--- src/rtl/pkg_digit.sv ---
// Shared widths, default timing parameters and the update-decision helper
// for the single decimal digit counter.
package pkg_digit;

    localparam int DIGIT_W        = 4;
    localparam int DEF_MAX_DIGIT  = 9;
    localparam int DEF_DEB_CYCLES = 1_000_000;
    localparam int DEF_AUTO_DIV   = 100_000_000;

    typedef enum logic [1:0] {
        UPD_HOLD,
        UPD_INC,
        UPD_DEC
    } upd_e;

    // Opposing requests cancel; a single request wins.
    function automatic upd_e decode_upd(input logic inc, input logic dec);
        if (inc && !dec) return UPD_INC;
        if (dec && !inc) return UPD_DEC;
        return UPD_HOLD;
    endfunction

endpackage

--- src/rtl/m_debounce.sv ---
// One push-button: 2-flop synchronizer, stability counter and a one-cycle
// pulse on each accepted press.
module m_debounce
    import pkg_digit::*;
#(
    parameter int DEB_CYCLES = DEF_DEB_CYCLES
) (
    input  logic clk,
    input  logic rst_n,
    input  logic raw,
    output logic level,
    output logic press
);

    localparam int             CNT_W    = $clog2(DEB_CYCLES);
    localparam logic [CNT_W-1:0] CNT_LAST = CNT_W'(DEB_CYCLES - 1);

    logic             sync1_q;
    logic             s_q;
    logic             db_q, db_d;
    logic             db_dly_q;
    logic [CNT_W-1:0] dc_q, dc_d;

    // NOTE: defaults are assigned first so every path drives every output; a missed branch would otherwise infer a latch.
    always_comb begin
        db_d = db_q;
        dc_d = dc_q;
        if (s_q == db_q) begin
            dc_d = '0;
        end else if (dc_q == CNT_LAST) begin
            db_d = s_q;
            dc_d = '0;
        end else begin
            dc_d = dc_q + CNT_W'(1);
        end
    end

    // NOTE: clocked state uses non-blocking assignments so every flop samples pre-edge values, independent of statement order.
    always_ff @(posedge clk or negedge rst_n) begin
        if (!rst_n) begin
            sync1_q  <= 1'b0;
            s_q      <= 1'b0;
            db_q     <= 1'b0;
            db_dly_q <= 1'b0;
            dc_q     <= '0;
        end else begin
            sync1_q  <= raw;
            s_q      <= sync1_q;
            db_q     <= db_d;
            db_dly_q <= db_q;
            dc_q     <= dc_d;
        end
    end

    assign level = db_q;
    assign press = db_q & ~db_dly_q;

endmodule

--- src/rtl/m_digit_cnt.sv ---
// Decimal digit register driven by debounced up/down buttons and an optional
// auto-run prescaler; emits carry/borrow pulses for cascading.
module m_digit_cnt
    import pkg_digit::*;
#(
    parameter int DEB_CYCLES = DEF_DEB_CYCLES,
    parameter int AUTO_DIV   = DEF_AUTO_DIV,
    parameter int MAX_DIGIT  = DEF_MAX_DIGIT
) (
    input  logic               clk,
    input  logic               rst_n,
    input  logic               btn_up,
    input  logic               btn_dn,
    input  logic               auto_en,
    output logic [DIGIT_W-1:0] digit,
    output logic               carry,
    output logic               borrow
);

    localparam int                 PRE_W    = $clog2(AUTO_DIV);
    localparam logic [PRE_W-1:0]   PRE_LAST = PRE_W'(AUTO_DIV - 1);
    localparam logic [DIGIT_W-1:0] MAX_D    = DIGIT_W'(MAX_DIGIT);

    logic [1:0]         deb_level_unused;
    logic               up_press, dn_press;
    logic               tick;
    logic [PRE_W-1:0]   pre_q, pre_d;
    logic [DIGIT_W-1:0] digit_q, digit_d;
    logic               carry_q, carry_d;
    logic               borrow_q, borrow_d;

    m_debounce #(.DEB_CYCLES(DEB_CYCLES)) u_deb_up (
        .clk   (clk),
        .rst_n (rst_n),
        .raw   (btn_up),
        .level (deb_level_unused[0]),
        .press (up_press)
    );

    m_debounce #(.DEB_CYCLES(DEB_CYCLES)) u_deb_dn (
        .clk   (clk),
        .rst_n (rst_n),
        .raw   (btn_dn),
        .level (deb_level_unused[1]),
        .press (dn_press)
    );

    // Disabling parks the prescaler at zero, so re-enabling waits a full period.
    assign tick = (pre_q == PRE_LAST);

    always_comb begin
        pre_d = pre_q + PRE_W'(1);
        if (!auto_en || tick) pre_d = '0;
    end

    always_comb begin
        digit_d  = digit_q;
        carry_d  = 1'b0;
        borrow_d = 1'b0;
        unique case (decode_upd(up_press | tick, dn_press))
            UPD_INC: begin
                if (digit_q == MAX_D) begin
                    digit_d = '0;
                    carry_d = 1'b1;
                end else begin
                    digit_d = digit_q + DIGIT_W'(1);
                end
            end
            UPD_DEC: begin
                if (digit_q == '0) begin
                    digit_d  = MAX_D;
                    borrow_d = 1'b1;
                end else begin
                    digit_d = digit_q - DIGIT_W'(1);
                end
            end
            default: ;
        endcase
    end

    always_ff @(posedge clk or negedge rst_n) begin
        if (!rst_n) begin
            pre_q    <= '0;
            digit_q  <= '0;
            carry_q  <= 1'b0;
            borrow_q <= 1'b0;
        end else begin
            pre_q    <= pre_d;
            digit_q  <= digit_d;
            carry_q  <= carry_d;
            borrow_q <= borrow_d;
        end
    end

    assign digit  = digit_q;
    assign carry  = carry_q;
    assign borrow = borrow_q;

endmodule

--- config.mk ---
export PLATFORM = sky130hd
export DESIGN_NAME = m_digit_cnt
export DESIGN_NICKNAME = d
export VERILOG_FILES = /design/src/rtl/pkg_digit.sv /design/src/rtl/m_debounce.sv /design/src/rtl/m_digit_cnt.sv
export SDC_FILE = /design/constraint.sdc
export NUM_CORES = 1
export LEC_CHECK = 0
export CAP_MARGIN = 5
export CORE_UTILIZATION = 60
export DETAILED_ROUTE_END_ITERATION = 10
export GPL_ROUTABILITY_DRIVEN = 0
export GPL_TIMING_DRIVEN = 0
export PLACE_DENSITY = 0.88
export SYNTH_ARGS = -nofsm -noshare
export SYNTH_HDL_FRONTEND = slang
export SYNTH_SLANG_ARGS = --single-unit
--- constraint.sdc ---
create_clock -name clk -period 7.2 [get_ports clk]
set_input_delay 2.16 -clock clk [delete_from_list [all_inputs] [get_ports clk]]
set_output_delay 2.16 -clock clk [all_outputs]
set_load 0.02 [all_outputs]
## Word level (Yosys, flattened, before mapping)

Cells that the tools add are included.

- $add $sub $neg: 5
- Mux-type cells: 19
- Equality and inequality tests: 8
- Bitwise gates (word level): 7
- Reduce and logical (&&, ||, !) cells: 10

Operators with widths:

| kind | count |
|---|---|
| $mux W20 | 4 |
| $add A20 B1 Y20 const B | 2 |
| $eq A20 B20 Y1 const B | 2 |
| $add A27 B1 Y27 const B | 1 |
| $eq A27 B27 Y1 const B | 1 |
| $mux W27 | 1 |
| $mux W2 | 4 |
| $mux W4 | 2 |
| $pmux W4 S2 | 1 |
| $mux W1 | 7 |
| $add A4 B1 Y4 const B | 1 |
| $eq A4 B4 Y1 const B | 1 |
| $logic_not A4 Y1 | 1 |
| $not A1 Y1 | 4 |
| $reduce_and A2 Y1 | 2 |
| $sub A4 B1 Y4 const B | 1 |
| $logic_not A1 Y1 | 3 |
| $and A1 B1 Y1 | 2 |
| $eq A1 B1 Y1 | 2 |
| $eq A2 B1 Y1 const B | 1 |
| $eq A2 B2 Y1 const B | 1 |
| $logic_and A1 B1 Y1 | 2 |
| $reduce_bool A2 Y1 | 1 |
| $logic_or A1 B1 Y1 | 1 |
| $or A1 B1 Y1 | 1 |

- Output and inout port bits: 6
- Register bits: 81
- Bits of input ports: 5

## Depth between registers and ports, before layout

- Word-level depth: 11
- Depth in mapped cells: 11
- Gate-level depth less buffers: 9

## By module

From an unflattened synthesis, not the netlist that was laid out.

- Cells, all modules: 420
- Area, all modules: 4180.3 sq um

Modules (own cells, without submodules):

| module | cells an instance | area each (sq um) | instances | sequential area each (sq um) |
|---|---|---|---|---|
| m_debounce | 110 | 1146.1 | 2 | 600.6 |
| m_digit_cnt | 200 | 1888.1 | 1 | 825.8 |

## Worst setup path after synthesis

OpenSTA, ideal clock, no wires.

- Path type: reg-to-output
- Start point: register digit_q[3] (netlist: digit[3])
- End point: output digit[3]
- Path buffers: 0
- Data required time: 5.040 ns
- Data arrival time: 0.516 ns
- Slack: 4.524 ns
- Stages on the path, launching flop included: 1
- Path through: dfrtp_1

RTL lines:

| item | line | text |
|---|---|---|
| start, declared | m_digit_cnt.sv:28 | `logic [DIGIT_W-1:0] digit_q, digit_d;` |
| start signal, assigned | m_digit_cnt.sv:89 | `digit_q <= digit_d;` |
| end, declared | m_digit_cnt.sv:15 | `output logic [DIGIT_W-1:0] digit,` |

No word-level cell between the ends.

## Final worst setup path

- Start point: register digit_q[3] (netlist: digit[3])
- End point: output digit[3]

No word-level cell between the ends.

==> run summary <==
Max incr delay on CP: 0.66 ns
Crit-path cells: clkdlybuf4s50_1
Crit start category: flop
Die Y: 84.9 µm
Hold Crit Start: u_deb_dn.sync1_q
Register area share after synthesis: 0.491
Outcome: finished with violations
Post-CTS Hold Fix Bufs: 0
CTS sink count: 81
CTS clk-pin slew, worst paths: 0.09 ns
Gr busiest metal: met2
DIE WIDTH: 84.9 µm
Vias in the first global route: 3074
CP max-delay cell: clkdlybuf4s50_1
Maximum capacitance violations: 0
DR vias/cell: 6.09
Syn nets: 421
Avg Cell Area, Syn: 10.0 µm²
Leakage: 1.81 nW
FP Rows: 29
Setup Skew: 0.0132 ns
Layout cell share with drive strength beyond 1: 0.0959
Layout Cells excl Fill: 515
Worst path bufs/invs: 1
Relative slew slack: 0.646
CP Capture Type: output port
First-pass GRT wire length: 13500 µm
Req. time, crit path: 5.04 ns
Setup_tns: 0 ns
Worst-Skew Late Latency: 0.36 ns
Clk root buf: clkbuf_8
I/O Buffers: 10
Primary FF master, synth: dfrtp_1
CTS tree: yes
Failing checks: DRC
Post-synth cell types: 45
NumNets Final: 443
Worst Path Arrival: 1.52 ns
Async set or reset register ratio after synthesis: 1.00
Total setup buffers inserted after CTS: 0
Diodes inserted: 0
Placed cells: 499
Setup-failing EPs final: 0
Initial antenna violation count: 0
Critical register-to-register path startpoint: pre_q[21]
Syn Std Cell Area: 0.00413 mm²
Starting density of the core: 0.635
CTS-repair resized insts: 0
Die area: 0.00721 mm²
Drt drc: 1
Post-DP HPWL: 5310 µm
Fin area: 0.00457 mm²
Slew @ Worst Pin: 0.529 ns
Final wirelength: 7750 µm
GRT met2 Usage: 0.379
Seq cells post-synth: 81
Worst hold path class: flop to flop
Hold violation total from the final report: 0
Final Cycle Share: 0.511
Routing usage on met3: 0.0438
EDFF count, synth: 0
H-tree Lvls: 3
WS Path Type: flop to output port
TritonRoute pass-1 iters: 7
Tot GR Track Use: 0.236
CP delay by family, top: buffers and inverters
Minimum clock period: 3.68 ns
Max Fclk: 272 MHz
Via count: 3137
Worst setup path startpoint: digit[3]
Area growth, synth to finish: 10.7%
Yosys warning count: 0
PwrDens: 188 mW/mm²
Routed Antenna Nets: 0
Met1 Usage GRT: 0.308
Gate Count Post-Synth: 411
Core ar.: 0.00649 mm²
RSZ-0062 raised after global routing: no
DP Area: 0.00435 mm²
Worst-path fanout max: 9
Max-slew violation count: 0
DR iter-0 viols: 204
GRT Residual Overflow: 0
DR WL/cell: 15.0 µm
Peak VDD IR: 0.145 mV
I/O pins: 11
Total CTS buffers: 9
CTS Buffer Depth: 2
Largest net degree at the start of global routing: 58
## layer usage
| layer | part of all wire | vias to the layer above |
|---|---|---|
| li1 | - | 1524 |
| met1 | 0.46 | 1521 |
| met2 | 0.48 | 77 |
| met3 | 0.036 | 15 |
| met4 | 0.021 | 0 |
| met5 | 0 | - |
## state kept, by name, indices dropped and copies added (netlist names)
register           cells
digit                  4
borrow                 1
u_deb_dn.db_dly_q      1
u_deb_up.level         1
u_deb_dn.level         1
u_deb_up.db_dly_q      1
pre_q                 27
u_deb_up.dc_q         20
u_deb_dn.s_q           1
u_deb_up.s_q           1
carry                  1
u_deb_up.sync1_q       1
u_deb_dn.dc_q         20
u_deb_dn.sync1_q       1
## stage by stage
| stage | worst slack, ns | hold WS, ns | power [mW] | util |
|---|---|---|---|---|
| floorplan | 4.52 | 0.331 | 0.486 | - |
| global placement | 1.25 | 0.341 | 0.500 | 0.665 |
| detailed placement | 3.83 | 0.346 | 0.503 | 0.669 |
| CTS | 3.52 | 0.359 | 0.866 | 0.703 |
| global route | 3.48 | 0.363 | 0.889 | 0.703 |
| finish | 3.52 | 0.354 | 0.858 | 0.703 |
## area by class of cell
cell class                 instances  area, µm²
buffer                            13       66.3
clock buffer                      10        128
clock inverter                     6       92.6
fill                             472       1930
inverter                          18       67.6
multi-input combinational        299       1960
sequential                        81       2030
tap                               77       96.3
timing repair buffer              11        125
## worst paths after layout
check / endpoint / slack, ns / cells past startpoint
min in group asynchronous: pre_q[24] / 1.70 / 1
setup reg to reg: digit[3] / 4.57 / 9
setup / recovery: digit[3] / 3.52 / 1
hold / removal: u_deb_dn.s_q / 0.35 / 0
max in group asynchronous: pre_q[2] / 4.91 / 2
hold reg to reg: u_deb_dn.s_q / 0.35 / 0
## power by group
part           switching, mW  internal, mW  total (mW)  leakage, nW
logic                 0.0186        0.0100      0.0286        0.589
clock network          0.168         0.196       0.365        0.103
registers            0.00488         0.460       0.465         1.12
total                  0.192         0.666       0.858         1.81
## cell families after synthesis
logic type	count (synthesis)	synth area share
fa+ha+maj	5	0.0152
xor+xnor	44	0.0934
flops	81	0.491
buf+inv	31	0.0325
mux	2	0.00637
simple gates	188	0.258
compound gates	60	0.103
## cells in the final DEF, fill, tap and decap left out, drive strengths merged, types with 3 or more instances in the layout
master and n:
xor2 9, and4 4, nor4 12, nand3 25
nor2 46, nor2b 3, and3 8, a21oi 25
o21ai 8, inv 18, clkbuf 16, nor3 10
nor4b 3, nand4 14, xnor2 35, ha 5
or3 10, clkdlybuf4s50 9, dfrtp 81, o31ai 19
nand2 22, and2 7, or4 17, buf 9
## Yosys cell counts (3+ instances only)
cell type  instances  area (µm²)
xor2_1             9        78.8
ha_1               5        62.6
nor2_1            46         173
o21ai_0            8        40.0
xnor2_1           35         307
nand3_2            4        40.0
inv_1             18        67.6
or3_1              5        31.3
and3_1             8        50.1
nor2b_1            3        18.8
nor3_1            10        50.1
nor4_1            12        75.1
a21oi_1           25         125
nand2_1           22        82.6
clkbuf_1           6        22.5
dfrtp_1           81        2030
and2_1             7        43.8
o31ai_1           18         135
or3_4              4        45.0
buf_2              5        25.0
nand3_1           21         105
and4_1             4        35.0
nand4_1           14        87.6
or4_1             16         120
Power figures use the tool's default switching activity.
